`src/rtl/nonce_result_collector.sv`:
```
// rtl/nonce_result_collector.sv - samples finished hashes, compares to target, queues golden nonces
// Hits go into a small pointer-based FIFO; the head is presented on a valid/ready port.
module nonce_result_collector #(
  parameter int unsigned NONCE_W    = 32,
  parameter int unsigned HASH_W     = 256,
  parameter int unsigned DONE_CYCLE = 63,
  parameter int unsigned DEPTH      = 4,
  parameter int unsigned CNT_W      = 16
) (
  input  logic               clk,
  input  logic               clear,
  input  logic               en,
  input  logic [5:0]         cycle,
  input  logic [NONCE_W-1:0] nonce,
  input  logic [HASH_W-1:0]  hash,
  input  logic [HASH_W-1:0]  target,
  output logic               out_valid,
  output logic [NONCE_W-1:0] out_nonce,
  input  logic               out_ready,
  output logic [CNT_W-1:0]   found_count,
  output logic               overflow,
  output logic               exhausted
);

  localparam int unsigned AW    = $clog2(DEPTH);
  localparam int unsigned PTR_W = AW + 1;
  localparam logic [5:0]       DONE_CYC = 6'(DONE_CYCLE);
  localparam logic [PTR_W-1:0] PTR_ONE  = {{(PTR_W-1){1'b0}}, 1'b1};
  localparam logic [CNT_W-1:0] CNT_ONE  = {{(CNT_W-1){1'b0}}, 1'b1};

  logic [NONCE_W-1:0] mem_q [DEPTH];
  logic [NONCE_W-1:0] mem_d [DEPTH];
  logic [PTR_W-1:0]   wr_ptr_q, wr_ptr_d;
  logic [PTR_W-1:0]   rd_ptr_q, rd_ptr_d;
  logic [CNT_W-1:0]   found_count_q, found_count_d;
  logic               overflow_q, overflow_d;
  logic               exhausted_q, exhausted_d;

  logic fifo_empty;
  logic fifo_full;
  logic sample;
  logic hit;
  logic pop;
  logic push;
  logic drop;

  // Extra pointer MSB distinguishes full from empty when the index bits match.
  assign fifo_empty = (wr_ptr_q == rd_ptr_q);
  assign fifo_full  = (wr_ptr_q[AW] != rd_ptr_q[AW]) &&
                      (wr_ptr_q[AW-1:0] == rd_ptr_q[AW-1:0]);

  assign sample = en && (cycle == DONE_CYC) && !exhausted_q;
  assign hit    = sample && (hash < target);
  assign pop    = !fifo_empty && out_ready;
  assign push   = hit && (!fifo_full || pop);
  assign drop   = hit && fifo_full && !pop;

  always_comb begin
    mem_d         = mem_q;
    wr_ptr_d      = wr_ptr_q;
    rd_ptr_d      = rd_ptr_q;
    found_count_d = found_count_q;
    overflow_d    = overflow_q;
    exhausted_d   = exhausted_q;

    if (pop) begin
      rd_ptr_d = rd_ptr_q + PTR_ONE;
    end
    if (push) begin
      mem_d[wr_ptr_q[AW-1:0]] = nonce;
      wr_ptr_d = wr_ptr_q + PTR_ONE;
    end
    if (drop) begin
      overflow_d = 1'b1;
    end
    if (hit && (found_count_q != {CNT_W{1'b1}})) begin
      found_count_d = found_count_q + CNT_ONE;
    end
    if (sample && (&nonce)) begin
      exhausted_d = 1'b1;
    end
  end

  always_ff @(posedge clk) begin
    if (clear) begin
      wr_ptr_q      <= '0;
      rd_ptr_q      <= '0;
      found_count_q <= '0;
      overflow_q    <= 1'b0;
      exhausted_q   <= 1'b0;
    end else begin
      wr_ptr_q      <= wr_ptr_d;
      rd_ptr_q      <= rd_ptr_d;
      found_count_q <= found_count_d;
      overflow_q    <= overflow_d;
      exhausted_q   <= exhausted_d;
    end
  end

  // Storage needs no reset: the head is masked to zero whenever the FIFO is empty.
  always_ff @(posedge clk) begin
    mem_q <= mem_d;
  end

  assign out_valid   = !fifo_empty;
  assign out_nonce   = fifo_empty ? '0 : mem_q[rd_ptr_q[AW-1:0]];
  assign found_count = found_count_q;
  assign overflow    = overflow_q;
  assign exhausted   = exhausted_q;

endmodule

```
`config.mk`:
```
export PLATFORM = sky130hd
export DESIGN_NAME = nonce_result_collector
export DESIGN_NICKNAME = d
export VERILOG_FILES = /design/src/rtl/nonce_result_collector.sv
export SDC_FILE = /design/constraint.sdc
export NUM_CORES = 1
export LEC_CHECK = 0
export ABC_AREA = 1
export CELL_PAD_IN_SITES_DETAIL_PLACEMENT = 1
export CELL_PAD_IN_SITES_GLOBAL_PLACEMENT = 1
export CORE_AREA = 10 10 229 231
export CTS_CLUSTER_SIZE = 28
export DETAILED_ROUTE_END_ITERATION = 6
export DIE_AREA = 0 0 239 241
export GPL_ROUTABILITY_DRIVEN = 0
export GPL_TIMING_DRIVEN = 0
export HOLD_SLACK_MARGIN = 0.06
export PLACE_DENSITY_LB_ADDON = 0.25
export RECOVER_POWER = 25
export SLEW_MARGIN = 20
export SYNTH_ARGS = -nofsm -noshare
export SYNTH_HDL_FRONTEND = slang
export SYNTH_SLANG_ARGS = --single-unit
export TNS_END_PERCENT = 100
```
`constraint.sdc`:
```
create_clock -name clk -period 4.8 [get_ports clk]
set_clock_uncertainty 0.15 [all_clocks]
set_input_delay 0.48 -clock clk [delete_from_list [all_inputs] [get_ports clk]]
set_output_delay 0.48 -clock clk [all_outputs]
set_load 0.03 [all_outputs]
```
==> results of run 1 <==
==> metal layers <==
| metal | global-route usage, % | up-vias |
|---|---|---|
| met5 | 0 | - |
| li1 | - | 6870 |
| met1 | 21.6 | 6574 |
| met3 | 5.51 | 44 |
| met2 | 39.8 | 344 |
| met4 | 4.21 | 10 |
==> sequential cells by signal, summed over array words and instances, names as in the netlist <==
signal       count
wr_ptr_q         3
rd_ptr_q         3
exhausted        1
overflow         1
mem_q          128
found_count     16
==> cell families (layout without fill, tap and decap cells) <==
group           count (synthesis)  after routing  synth area share [%]
simple gates                  566            566                  19.1
other cells                     0             12                     0
xor+xnor                        4              4                 0.263
buf+inv                       411           1051                  11.7
fa+ha+maj                     261            261                  24.5
flops                         152            152                  32.4
compound gates                296            296                  12.0
==> worst paths after layout <==
path	startpoint	end	slack, ps
setup reg to reg	exhausted	mem_q[112]	1640
setup / recovery	rd_ptr_q[0]	out_nonce[30]	850
hold / removal	exhausted	exhausted	320
hold reg to reg	exhausted	exhausted	320
==> power by group through the flow <==
| stage | Combinational, mW | Clock, mW | Sequential [mW] |
|---|---|---|---|
| 2_1_floorplan | 0.662 | 0 | 1.46 |
| 3_3_place_gp | 1.41 | 0 | 1.47 |
| 3_5_place_dp | 1.47 | 0 | 1.47 |
| 4_1_cts | 1.48 | 1.36 | 1.44 |
| 5_1_grt | 1.63 | 1.41 | 1.44 |
| 6_report | 1.46 | 1.33 | 1.44 |
==> critical path, delay by kind of cell, from the launching register on <==
family / cells / cell delay, ps
AND/OR/NAND/NOR: 2 / 180
AO/OA/AOI/OAI: 1 / 290
buffers and inverters: 6 / 2040
flip-flops: 1 / 380
==> placed cells by master (no fill, tap or decap), drive strengths merged <==
master / netlist / routed
o21ai: 109 / 109
nand4: 47 / 47
edfxtp: 128 / 128
inv: 383 / 394
o21a: 5 / 5
nor4: 6 / 6
nand2: 266 / 266
clkinvlp: 0 / 1
a21o: 2 / 2
a211oi: 1 / 1
buf: 4 / 8
o21ba: 2 / 2
diode: 0 / 12
and3: 4 / 4
or2: 2 / 2
nor3b: 2 / 2
clkdlybuf4s50: 0 / 582
nor2: 177 / 177
nor4b: 2 / 2
a21oi: 129 / 129
o211ai: 5 / 5
clkinv: 0 / 3
o22ai: 32 / 32
a21boi: 1 / 1
dfxtp: 24 / 24
and2: 1 / 1
nand3b: 3 / 3
clkbuf: 24 / 41
xor2: 2 / 2
nor3: 23 / 23
dlygate4sd3: 0 / 22
xnor2: 2 / 2
ha: 261 / 261
nand3: 33 / 33
o21bai: 10 / 10
==> area by class of cell <==
class                           instances  area (µm²)
Antenna cell                           12        30.0
Buffer                                 28         126
Clock buffer                           17         425
Clock inverter                         15         168
Fill cell                            5652       26600
Inverter                              383        1440
Multi-Input combinational cell       1127        7470
Sequential cell                       152        4320
Tap cell                              615         769
Timing Repair Buffer                  608        6150
==> through the flow <==
step / cell area [µm²] / util, % / power, mW
6_report: 20900 / 44.0 / 4.23
5_1_grt: 20900 / 43.9 / 4.47
4_1_cts: 20900 / 43.9 / 4.27
3_5_place_dp: 20300 / 42.6 / 2.93
3_3_place_gp: 20200 / 42.4 / 2.88
2_1_floorplan: 13300 / - / 2.13
==> run_results.csv, run 1 <==
group,metric,value,unit
status,outcome,"completed",
synth,yosysWarnings,0,
synth,ys_ff_latch,152,
routing,viasPerCell,4.68,
power,power.leakage,9.65,nW
timing,setup_tns,0,ps
die,die_h,241,µm
synth,synthTopCellsByArea,"edfxtp_1, ha_1, inv_1, nand2_1, a21oi_1",
synth,synth_top_area_share,28.8,%
synth,syn_area_per_cell,7.89,µm²
synth,yosysUniqueCellTypes,46,
critical_path,crit_path_frequent_cell,"clkbuf_1",
clocking,cts_buffers,17,
placed_design,placed_cells,2913,
critical_path,r2r_cells,14,
clocking,htreeDepth,4,
routing,drc,0,
critical_path,critical_path.endpoint_type,"output port",
power,p_int,2.88,mW
synth,synth-main-ff-cell,"edfxtp_1",
die,coreArea,47500,µm²
routing,highest_layer,"met5",
synth,synthCells,1690,
power,p_clk_share,31.5,%
routing,drt_iter0_markers,469,
clocking,clock_path_buffers,2,
die,start_util,28.1,%
timing,finalSetupViolations,0,
critical_path,slowest_stage,"clkdlybuf4s50_1",
timing,finalHoldViolCount,0,
timing,rsz0062_at_grt,"false",
synth,synth.most_common_cell,"inv_1",
timing,fin_crit_sh,82.2,%
layout,nets,3132,
placed_design,io_buffer_count,604,
synth,synth_enable_flop_cells,128,
clocking,ctsResizeCount,0,
power,switching_share,31.8,%
timing,worstMarginPinSlew,1090,ps
worst_hold_path,hold_depth,2,
die,die_x,239,µm
clocking,worstSkewPairLatency,430,ps
power,ir_drop,0.169,mV
timing,maxClockFrequency,253,MHz
die,dieArea,57600,µm²
clocking,post_cts_buffers,0,
power,switchingPower,1.34,mW
global_routing,grt_pass1_vias,15606,
timing,layout_min_cycle_time,3950,ps
critical_path,worstSetupPathType,"flop to output port",
routing,drtAntennaViolNets,0,
clocking,hold_buffers,0,
synth,netlist_area,13300,µm²
routing,wl_per_cell,20.5,µm
power,p_per_area,202,nW/µm²
global_routing,antenna_found_initial,16,
critical_path,max_stage_delay,670,ps
power,combPwrFrac,34.5,%
layout,stdcell_count,2957,
power,seqPwrFrac,34.0,%
routing,drt-pass1-iter-count,5,
synth,async_reset_ff_share,0,%
clocking,cts_sinks,152,
die,rows,80,
placed_design,dp_slack,400,ps
worst_hold_path,hold_class,"flop to flop",
synth,synth_top_area_cell,"edfxtp_1",
critical_path,worstPathMaxFanout,10,
global_routing,grt_first_pass_wirelength,90000,µm
synth,synth-seq-area-share,32.4,%
timing,fin_hold_ws,317,ps
die,boundaryPins,605,
critical_path,cp-start-kind,"flop",
timing,worst_slack,854,ps
synth,synth_nets,2505,
timing,slew_headroom,26.5,%
clocking,cts_tree,"done",
critical_path,path_cells,"clkbuf_1 > inv_1 > clkbuf_1 > clkbuf_1 > nor2_1 > o22ai_1 > nand2_1 > inv_1 > clkdlybuf4s50_1",
critical_path,cp_data_required_time,4170,ps
routing,vias,13842,
layout,area_growth,56.7,%
clocking,clockRootBuffer,"clkbuf_16",
global_routing,gr-total-overflow,0,
routing,routed_wl,60800,µm
routing,drt-met1-wl,23700,µm
run,maxCapViolCount,0,
routing,wl_met3,3720,µm
routing,met2_length,32600,µm
clocking,path_clk_slew,70,ps
global_routing,grt_use_total,20.5,%
synth,netlist_top_cells_count,"inv_1, ha_1, nand2_1",
timing,drv_slew,0,
placed_design,dp_hpwl,54000,µm
critical_path,worstPathArrival,3320,ps
layout,drive_above_1_share,3.78,%
global_routing,grt_max_degree,28,
Power figures use the tool's default switching activity.
==> run 2, diff against run 1 <==
clock period = 4 ns   (was 4.8 ns; I/O delays follow)
==> run_results.csv, run 2 (same netlist as run 1, synthesis figures left out) <==
group,metric,value,unit
timing,fin_crit_sh,96.9,%
critical_path,critPathBufInv,6,
clocking,cts_buffers,17,
layout,area_growth,57.1,%
global_routing,grt_use_total,20.5,%
layout,largest_reg_flops,128,
routing,wl_per_cell,20.6,µm
timing,worstMarginPinSlew,1100,ps
layout,largest-register,"mem_q",
clocking,clock_path_buffers,2,
placed_design,io_buffer_count,604,
die,boundaryPins,605,
critical_path,critical_path.endpoint_type,"output port",
layout,postLayoutCoreUtil,44.1,%
layout,nets,3136,
layout,final_common_cell,"clkdlybuf4s50_1",
critical_path,worstSetupPathType,"flop to output port",
clocking,cts_tree,"done",
die,dieArea,57600,µm²
worst_hold_path,hold_class,"flop to flop",
critical_path,cp-start-kind,"flop",
global_routing,grt_pass1_vias,15606,
critical_path,worstPathArrival,3330,ps
die,start_util,28.1,%
timing,layout_min_cycle_time,3880,ps
die,die_h,241,µm
timing,drv_slew,0,
global_routing,grt_max_degree,28,
clocking,htreeDepth,4,
timing,slew_headroom,25.7,%
global_routing,gr-total-overflow,0,
layout,stdcell_count,2960,
routing,routed_wl,61000,µm
power,p_per_area,242,nW/µm²
run,maxCapViolCount,0,
critical_path,cp_data_required_time,3450,ps
placed_design,dp_hpwl,54000,µm
critical_path,crit_path_frequent_cell,"clkbuf_1",
die,coreArea,47500,µm²
critical_path,max_stage_delay,670,ps
global_routing,antenna_found_initial,16,
clocking,cts_sinks,152,
timing,rsz0062_at_grt,"true",
clocking,hold_buffers,0,
clocking,worstSkewPairLatency,430,ps
critical_path,slowest_stage,"clkdlybuf4s50_1",
die,die_x,239,µm
timing,finalSetupViolations,0,
layout,final_cell_mix,"clkdlybuf4s50_1, inv_1, nand2_1, ha_1, nor2_1",
timing,fin_hold_ws,317,ps
clocking,clockRootBuffer,"clkbuf_16",
routing,viasPerCell,4.71,
critical_path,path_delay_family,"buffers and inverters",
power,ir_drop,0.203,mV
routing,drtAntennaViolNets,0,
placed_design,placed_cells,2913,
routing,drc,0,
timing,setup_tns,0,ps
routing,vias,13930,
layout,drive_above_1_share,4.07,%
timing,maxClockFrequency,258,MHz
critical_path,path_cells,"clkbuf_1 > inv_1 > clkbuf_1 > clkbuf_1 > nor2_1 > o22ai_1 > nand2_1 > inv_1 > clkdlybuf4s50_1",
power,power.leakage,9.68,nW
timing,finalHoldViolCount,0,
status,outcome,"completed",
routing,drt-pass1-iter-count,4,
die,rows,80,
global_routing,grt_first_pass_wirelength,90000,µm
clocking,path_clk_slew,70,ps
critical_path,worstPathMaxFanout,10,
power,p_total,5.07,mW
routing,drt_iter0_markers,451,
[run 2: cell count changes in the layout (fill, tap and decap cells not counted), sizes merged]
| cell | change |
|---|---|
| buf | +3 |
| diode | -1 |
| nor2 | +1 |
| dlygate4sd3 | -1 |
| clkdlybuf4s50 | +1 |
[run 2: metrics by stage]
stage               cell area, µm²  worst slack, ps
floorplan                    13300              257
global placement             20200            -2000
detailed placement           20300             -320
CTS                          20900             73.4
global route                 20900            -98.4
finish                       20900              123
[run 2: power by group]
group	total, mW	internal [mW]	switching (mW)	leakage [nW]
logic	1.75	0.899	0.852	8.05
clock network	1.60	0.844	0.752	0.288
registers	1.72	1.72	0.00735	1.34
[run 2: final cells by class]
class,count,area (µm²)
antenna,11,27.5
buffer,28,129
clock buffer,17,425
clock inverter,15,168
fill,5652,26600
inverter,383,1440
multi-input combinational,1128,7480
sequential,152,4320
tap,615,769
timing repair buffer,611,6180
[run 2: per-layer routing]
layer / vias up / track usage (%) / wire (µm)
li1: 6876 / - / -
met1: 6643 / 21.6 / 23700
met2: 354 / 39.8 / 32600
met3: 47 / 5.51 / 3840
met4: 10 / 4.21 / 766
met5: - / 0 / 75
[run 2: worst paths after layout]
check	cells past startpoint	from	end	slack, ps
worst max-delay path	9	rd_ptr_q[0]	out_nonce[10]	120
worst max register to register	14	exhausted	mem_q[68]	870
worst min register to register	2	exhausted	exhausted	320
worst min-delay path	2	exhausted	exhausted	320
[run 2: repair_timing]
action / CTS / global route
resized for setup: 0 / 5
setup buffers: 0 / 3
setup endpoints to repair: 0 / 57
[run 2: worst register-to-register path: cells and delay by family (launching register included)]
kind	cells	cell delay (ps)
buffers and inverters	3	420
DFF	1	320
and+or+nand+nor	11	1940
